===== config.mk =====
export PLATFORM = sky130hd
export DESIGN_NAME = hyperbus_phy2r
export DESIGN_NICKNAME = d
export VERILOG_FILES = /design/src/rtl/hyperbus_phy2r.sv
export SDC_FILE = /design/constraint.sdc
export NUM_CORES = 1
export LEC_CHECK = 0
export BUFFER_PORTS_ARGS = -buffer_cell sky130_fd_sc_hd__buf_2
export CAP_MARGIN = 20
export CORE_MARGIN = 4
export CORE_UTILIZATION = 52
export DETAILED_ROUTE_END_ITERATION = 7
export HOLD_SLACK_MARGIN = 0.06
export PLACE_DENSITY = 0.83
export SYNTH_ARGS = -nofsm -noshare
export SYNTH_HDL_FRONTEND = slang
export SYNTH_SLANG_ARGS = --single-unit

===== constraint.sdc =====
create_clock -name clk_i -period 3.15 [get_ports clk_i]
set_clock_uncertainty 0.1 [all_clocks]
set_input_delay 0.315 -clock clk_i [delete_from_list [all_inputs] [get_ports clk_i]]
set_output_delay 0.315 -clock clk_i [all_outputs]
set_load 0.005 [all_outputs]

===== src/rtl/hyperbus_phy2r.sv =====
// HyperBus PHY read words -> AXI R beats: packs words into wide beats, splits words into narrow beats.
// Optional HYPERBUS_PHY2R_ZERO_LANES_EN: zero r_data_o bytes outside the active beat lanes.
module hyperbus_phy2r #(
  parameter int unsigned AxiDataWidth = 64,
  parameter int unsigned NumPhys      = 2,
  parameter int unsigned BurstLength  = 8,
  parameter int unsigned AddrWidth    = $clog2(AxiDataWidth/8)
) (
  input  logic                      clk_i,
  input  logic                      rst_ni,
  input  logic                      trans_handshake_i,
  input  logic                      is_a_write_i,
  input  logic [2:0]                size_i,
  input  logic [AddrWidth-1:0]      start_addr_i,
  input  logic [BurstLength-1:0]    len_i,
  input  logic                      phy_valid_i,
  output logic                      phy_ready_o,
  input  logic [16*NumPhys-1:0]     phy_data_i,
  output logic                      r_valid_o,
  input  logic                      r_ready_i,
  output logic [AxiDataWidth-1:0]   r_data_o,
  output logic                      r_last_o,
  output logic                      busy_o
);
  localparam int unsigned PhyBytes = 2*NumPhys;
  localparam int unsigned AxiBytes = AxiDataWidth/8;
  localparam int unsigned MaxSize  = $clog2(AxiBytes);
  localparam logic [AddrWidth-1:0] OffMask = AddrWidth'(PhyBytes-1);

  typedef enum logic [1:0] {Idle, Fill, Drain} state_e;

  state_e                         state_q;
  logic [AxiBytes-1:0][7:0]       buffer_q;
  logic [AddrWidth-1:0]           byte_idx_q;
  logic [BurstLength-1:0]         beat_cnt_q, len_q;
  logic [2:0]                     size_q;

  logic [AddrWidth:0]   bsz, beat_base, beat_end, word_nxt;
  logic [AddrWidth-1:0] word_off, drain_nxt;
  logic [2:0]           size_clamp;
  logic                 last, rd_start, fill_done, drain_stay, take;

  assign bsz        = (AddrWidth+1)'(1) << size_q;
  assign beat_base  = ({1'b0, byte_idx_q} >> size_q) << size_q;
  assign beat_end   = beat_base + bsz;
  assign word_off   = byte_idx_q & ~OffMask;
  assign word_nxt   = {1'b0, word_off} + (AddrWidth+1)'(PhyBytes);
  // Wraps modulo AxiBytes by truncation
  assign drain_nxt  = beat_base[AddrWidth-1:0] + bsz[AddrWidth-1:0];
  assign size_clamp = (size_i > 3'(MaxSize)) ? 3'(MaxSize) : size_i;
  assign last       = (beat_cnt_q == len_q);
  assign rd_start   = trans_handshake_i & ~is_a_write_i;
  assign fill_done  = (bsz <= (AddrWidth+1)'(PhyBytes)) ||
                      (word_nxt[AddrWidth-1:0] == beat_end[AddrWidth-1:0]);
  assign drain_stay = (bsz < (AddrWidth+1)'(PhyBytes)) && ((drain_nxt & OffMask) != '0);
  // New read accepted only when idle or as the final beat leaves
  assign take       = rd_start && ((state_q == Idle) ||
                                   (state_q == Drain && r_ready_i && last));

`ifdef HYPERBUS_PHY2R_ZERO_LANES_EN
  // Byte index at the start of the current beat (byte_idx_q advances during wide fills)
  logic [AddrWidth-1:0] lane_lo_q;
  logic [AddrWidth:0]   lo_end;
  assign lo_end = ((({1'b0, lane_lo_q}) >> size_q) << size_q) + bsz;
`endif

  always_ff @(posedge clk_i or negedge rst_ni) begin
    if (!rst_ni) begin
      state_q    <= Idle;
      buffer_q   <= '0;
      byte_idx_q <= '0;
      beat_cnt_q <= '0;
      len_q      <= '0;
      size_q     <= '0;
`ifdef HYPERBUS_PHY2R_ZERO_LANES_EN
      lane_lo_q  <= '0;
`endif
    end else begin
      case (state_q)
        Fill: if (phy_valid_i) begin
          for (int i = 0; i < PhyBytes; i++)
            buffer_q[word_off + AddrWidth'(i)] <= phy_data_i[8*i +: 8];
          if (fill_done) state_q    <= Drain;
          else           byte_idx_q <= word_nxt[AddrWidth-1:0];
        end
        Drain: if (r_ready_i) begin
          byte_idx_q <= drain_nxt;
          beat_cnt_q <= beat_cnt_q + BurstLength'(1);
`ifdef HYPERBUS_PHY2R_ZERO_LANES_EN
          lane_lo_q  <= drain_nxt;
          if (last) buffer_q <= '0;
`endif
          if (last)            state_q <= Idle;
          else if (drain_stay) state_q <= Drain;
          else                 state_q <= Fill;
        end
        default: ;
      endcase
      if (take) begin
        size_q     <= size_clamp;
        len_q      <= len_i;
        byte_idx_q <= start_addr_i;
        beat_cnt_q <= '0;
        state_q    <= Fill;
`ifdef HYPERBUS_PHY2R_ZERO_LANES_EN
        lane_lo_q  <= start_addr_i;
`endif
      end
    end
  end

  assign phy_ready_o = (state_q == Fill);
  assign r_valid_o   = (state_q == Drain);
  assign r_last_o    = r_valid_o & last;
  assign busy_o      = (state_q != Idle);

  always_comb begin
    r_data_o = '0;
    if (r_valid_o) begin
      for (int l = 0; l < AxiBytes; l++) begin
`ifdef HYPERBUS_PHY2R_ZERO_LANES_EN
        if ((AddrWidth+1)'(l) >= {1'b0, lane_lo_q} && (AddrWidth+1)'(l) < lo_end)
          r_data_o[8*l +: 8] = buffer_q[l];
`else
        r_data_o[8*l +: 8] = buffer_q[l];
`endif
      end
    end
  end
endmodule

==> Flow_metrics.wiki <==
{| class="wikitable"
! Metric !! Value
|-
| Cell type with the largest total area after synthesis || sky130_fd_sc_hd__dfrtp_1
|-
| Mapped cell area || 4230 um2
|-
| Final clock period utilization by the worst path || 0.877
|-
| Required time at the worst-slack endpoint || 3.33 ns
|-
| Ratio of total power to cell area || 894 nW/um2
|-
| Die area || 9650 um2
|-
| Synthesized instance count || 345
|-
| Worst-skew pair later-pin latency || 0.35 ns
|-
| Most used DFF post-synth || sky130_fd_sc_hd__dfrtp_1
|-
| Warning count from the yosys run || 0
|-
| Number of H-tree branching levels || 3
|-
| Core box area || 7810 um2
|-
| Number of buffers on the longest clock path || 2
|-
| Data arrival time of the critical path || 2.94 ns
|-
| Number of instances on the worst hold path || 3
|-
| Capture instance of the worst register-to-register path || state_q[1]
|-
| Max-slew violation count || 0
|-
| Number of synthesized register bits || 88
|-
| Ys async rst share || 1.00
|-
| Total CTS buffers || 9
|-
| Synthesis-to-finish area growth || 21.3%
|-
| Sequential share of the synthesized area || 0.520
|-
| Boundary pin count || 120
|-
| Placed wire-length estimate after detailed placement || 6230 um
|-
| Achievable clock frequency || 362 MHz
|-
| Cells resized by post-CTS repair || 0
|-
| Via count || 2943
|-
| Worst setup path class || register to register
|-
| Vias per inst || 5.16
|-
| Worst stage delay on the critical path || 0.47 ns
|-
| N_diodes || 0
|-
| Avg Synthesized Cell Area || 12.3 um2
|-
| Clock root buffer || sky130_fd_sc_hd__clkbuf_8
|-
| Remaining antenna violation count after routing || 0
|-
| Outcome || finished clean
|-
| Unrepaired setup endpoints after global routing || no
|-
| Setup TNS Final || 0 ns
|-
| Largest net degree at the start of global routing || 89
|-
| Cell-by-cell listing of the critical path || nor3_1 -> and2_1 -> ha_1 -> inv_1 -> fa_1 -> xnor2_4 -> nand2_1 -> a41o_1 -> or3_1 -> a21oi_2
|-
| Worst r2r path cells || 10
|-
| Least-Margin Pin Slew || 0.881 ns
|-
| Cell with the largest stage delay on the worst path || sky130_fd_sc_hd__fa_1
|-
| Final layout net count || 521
|-
| DRC || 0
|-
| Worst hold path startpoint || start_addr_i[2]
|-
| Final instance area || 5130 um2
|-
| Remaining global-route overflow || 0
|-
| GRT Total Usage || 0.187
|-
| Most instantiated cells after synthesis || 88 x sky130_fd_sc_hd__dfrtp_1, 67 x sky130_fd_sc_hd__and2_1, 55 x sky130_fd_sc_hd__mux2_2
|-
| Type of destination of the critical path || register
|-
| Kind of start point of the critical path || register
|-
| Endpoints failing hold || 0
|-
| Cell with the most instances after synthesis || sky130_fd_sc_hd__dfrtp_1
|-
| Placement-stage cell area || 4880 um2
|-
| Antenna violations before repair || 0
|-
| Finish-stage setup viols || 0
|-
| Total detailed-routing wirelength || 8770 um
|-
| Iteration-0 DRC count of the detailed router || 71
|-
| Vias in the first global route || 3073
|-
| Source of the worst register-to-register timing path || size_q[2]
|-
| Height of the chip || 98.2 um
|-
| Relative slew slack || 0.412
|-
| Leakage || 2.55 nW
|-
| Worst voltage drop across the vdd grid || 0.000449 V
|-
| Number of enable-type register cells in the synthesized netlist || 0
|-
| Synth top area share || 0.520
|-
| Input/output buffers || 119
|-
| Wire length of the first global-routing pass || 14700 um
|-
| Share of cells above drive strength 1 || 0.438
|-
| Worst-case hold path end point || byte_idx_q[2]
|-
| R2R Setup Slk || 0.39 ns
|-
| Distinct cells, synth || 40
|-
| Starting density of the core || 0.542
|-
| Width of the die || 98.2 um
|-
| Tmin final || 2.76 ns
|-
| Number of core rows || 32
|-
| Detailed Routing Iterations Pass 1 || 4
|-
| CTS tree || done
|-
| Placer congestion estimate || 0.884
|-
| Sink Count || 88
|-
| Worst-path maximum fanout || 6
|-
| Biggest area contributors in the synthesized netlist || sky130_fd_sc_hd__dfrtp_1 52%, sky130_fd_sc_hd__mux2_2 15%, sky130_fd_sc_hd__and2_1 9.9%, sky130_fd_sc_hd__mux2_1 4.5%, sky130_fd_sc_hd__nor2_1 1.9%
|-
| Routed WL per cell || 15.4 um
|-
| Max-capacitance violation count || 0
|-
| Syn nets || 403
|-
| Clk slew on worst S/H paths || 0.09 ns
|-
| Hold crit path type || input port to register
|}
metrics by stage:
step / utilization / power (mW) / cells / worst slack [ns] / hold WS, ns
final: 0.658 / 4.59 / 570 / 0.386 / 0.0736
after global routing: 0.658 / 4.95 / 570 / 0.189 / 0.0674
after CTS: 0.653 / 4.64 / 568 / 0.398 / 0.0600
after detailed placement: 0.626 / 3.84 / 551 / 0.417 / 0.379
after global placement: 0.626 / 3.72 / 551 / 0.533 / 0.366
after floorplan: - / 3.20 / 345 / 0.601 / -0.0806
what timing repair did:
item / CTS / global route
hold endpoints to repair: 1 / 51
setup buffers: 0 / 0
hold buffers: 1 / 1
power by group:
group / internal, mW / switching (mW) / total [mW] / leakage (nW)
combinational: 1.02 / 0.832 / 1.85 / 1.37
clock: 0.391 / 0.397 / 0.788 / 0.103
sequential: 1.65 / 0.300 / 1.95 / 1.07
total: 3.06 / 1.53 / 4.59 / 2.55
how the worst max path moves through the flow:
stage              start       endpoint  slack [ns]  depth (start not counted)
3_3_place_gp   size_q[1]     state_q[1]        0.53                         10
3_5_place_dp   size_q[1]     state_q[1]        0.42                         10
5_1_grt        size_q[2]  byte_idx_q[2]        0.19                          9
6_report       size_q[2]     state_q[1]        0.39                         10
4_1_cts        size_q[1]     state_q[1]        0.40                         10
2_1_floorplan  size_q[1]     state_q[1]        0.60                         10
placed cells by master, fill, tap and decap left out, types with 3 or more instances in the layout:
| master | netlist | final |
|---|---|---|
| sky130_fd_sc_hd__buf_2 | 6 | 118 |
| sky130_fd_sc_hd__dfrtp_1 | 88 | 88 |
| sky130_fd_sc_hd__and2_1 | 67 | 67 |
| sky130_fd_sc_hd__mux2_2 | 55 | 55 |
| sky130_fd_sc_hd__nor2_1 | 21 | 21 |
| sky130_fd_sc_hd__mux2_1 | 17 | 17 |
| sky130_fd_sc_hd__nand2_1 | 10 | 10 |
| sky130_fd_sc_hd__clkbuf_8 | 0 | 10 |
| sky130_fd_sc_hd__xnor2_1 | 9 | 9 |
| sky130_fd_sc_hd__inv_1 | 7 | 7 |
| sky130_fd_sc_hd__xor2_1 | 6 | 6 |
| sky130_fd_sc_hd__a21oi_1 | 5 | 5 |
| sky130_fd_sc_hd__nand4_1 | 4 | 4 |
| sky130_fd_sc_hd__ha_1 | 5 | 4 |
| sky130_fd_sc_hd__buf_4 | 2 | 4 |
| sky130_fd_sc_hd__nand3_1 | 4 | 3 |
| sky130_fd_sc_hd__mux2i_1 | 3 | 3 |
cells by family after synthesis:
| kind of cell | count (synthesis) | share of synthesized area |
|---|---|---|
| multiplexers | 75 | 0.199 |
| buffers and inverters | 25 | 0.0310 |
| AND/OR/NAND/NOR | 118 | 0.158 |
| flip-flops | 88 | 0.520 |
| AO/OA/AOI/OAI | 17 | 0.0352 |
| XOR/XNOR | 16 | 0.0375 |
| adder cells (fa/ha/maj) | 6 | 0.0195 |
state kept, by name, indices dropped and copies added (netlist names):
| register | flops |
|---|---|
| beat_cnt_q | 8 |
| size_q | 3 |
| len_q | 8 |
| state_q | 2 |
| byte_idx_q | 3 |
| buffer_q | 64 |
area by class of cell:
| type | count | area, um2 |
|---|---|---|
| fill | 632 | 2670 |
| sequential | 88 | 2200 |
| multi-input combinational | 232 | 1910 |
| timing repair buffer | 125 | 668 |
| clock buffer | 10 | 138 |
| tap | 102 | 128 |
| clock inverter | 6 | 65.1 |
| inverter | 7 | 26.3 |
critical path, delay by kind of cell (launching register included):
kind | cells | cell delay (ns)
and+or+nand+nor | 4 | 0.89
adders and majority gates | 2 | 0.61
DFF | 1 | 0.44
AOI/OAI and AO/OA | 2 | 0.39
xor gates and xnor gates | 1 | 0.19
buffers and inverters | 1 | 0.05
metal layers:
| layer | up-vias | global-route usage | routed length, um |
|---|---|---|---|
| met5 | - | 0 | 0 |
| met4 | 0 | 0.0399 | 40 |
| met3 | 5 | 0.0536 | 586 |
| met2 | 97 | 0.323 | 4390 |
| met1 | 1441 | 0.236 | 3760 |
| li1 | 1400 | - | - |
Note: power is estimated with default switching activity, not from simulation.
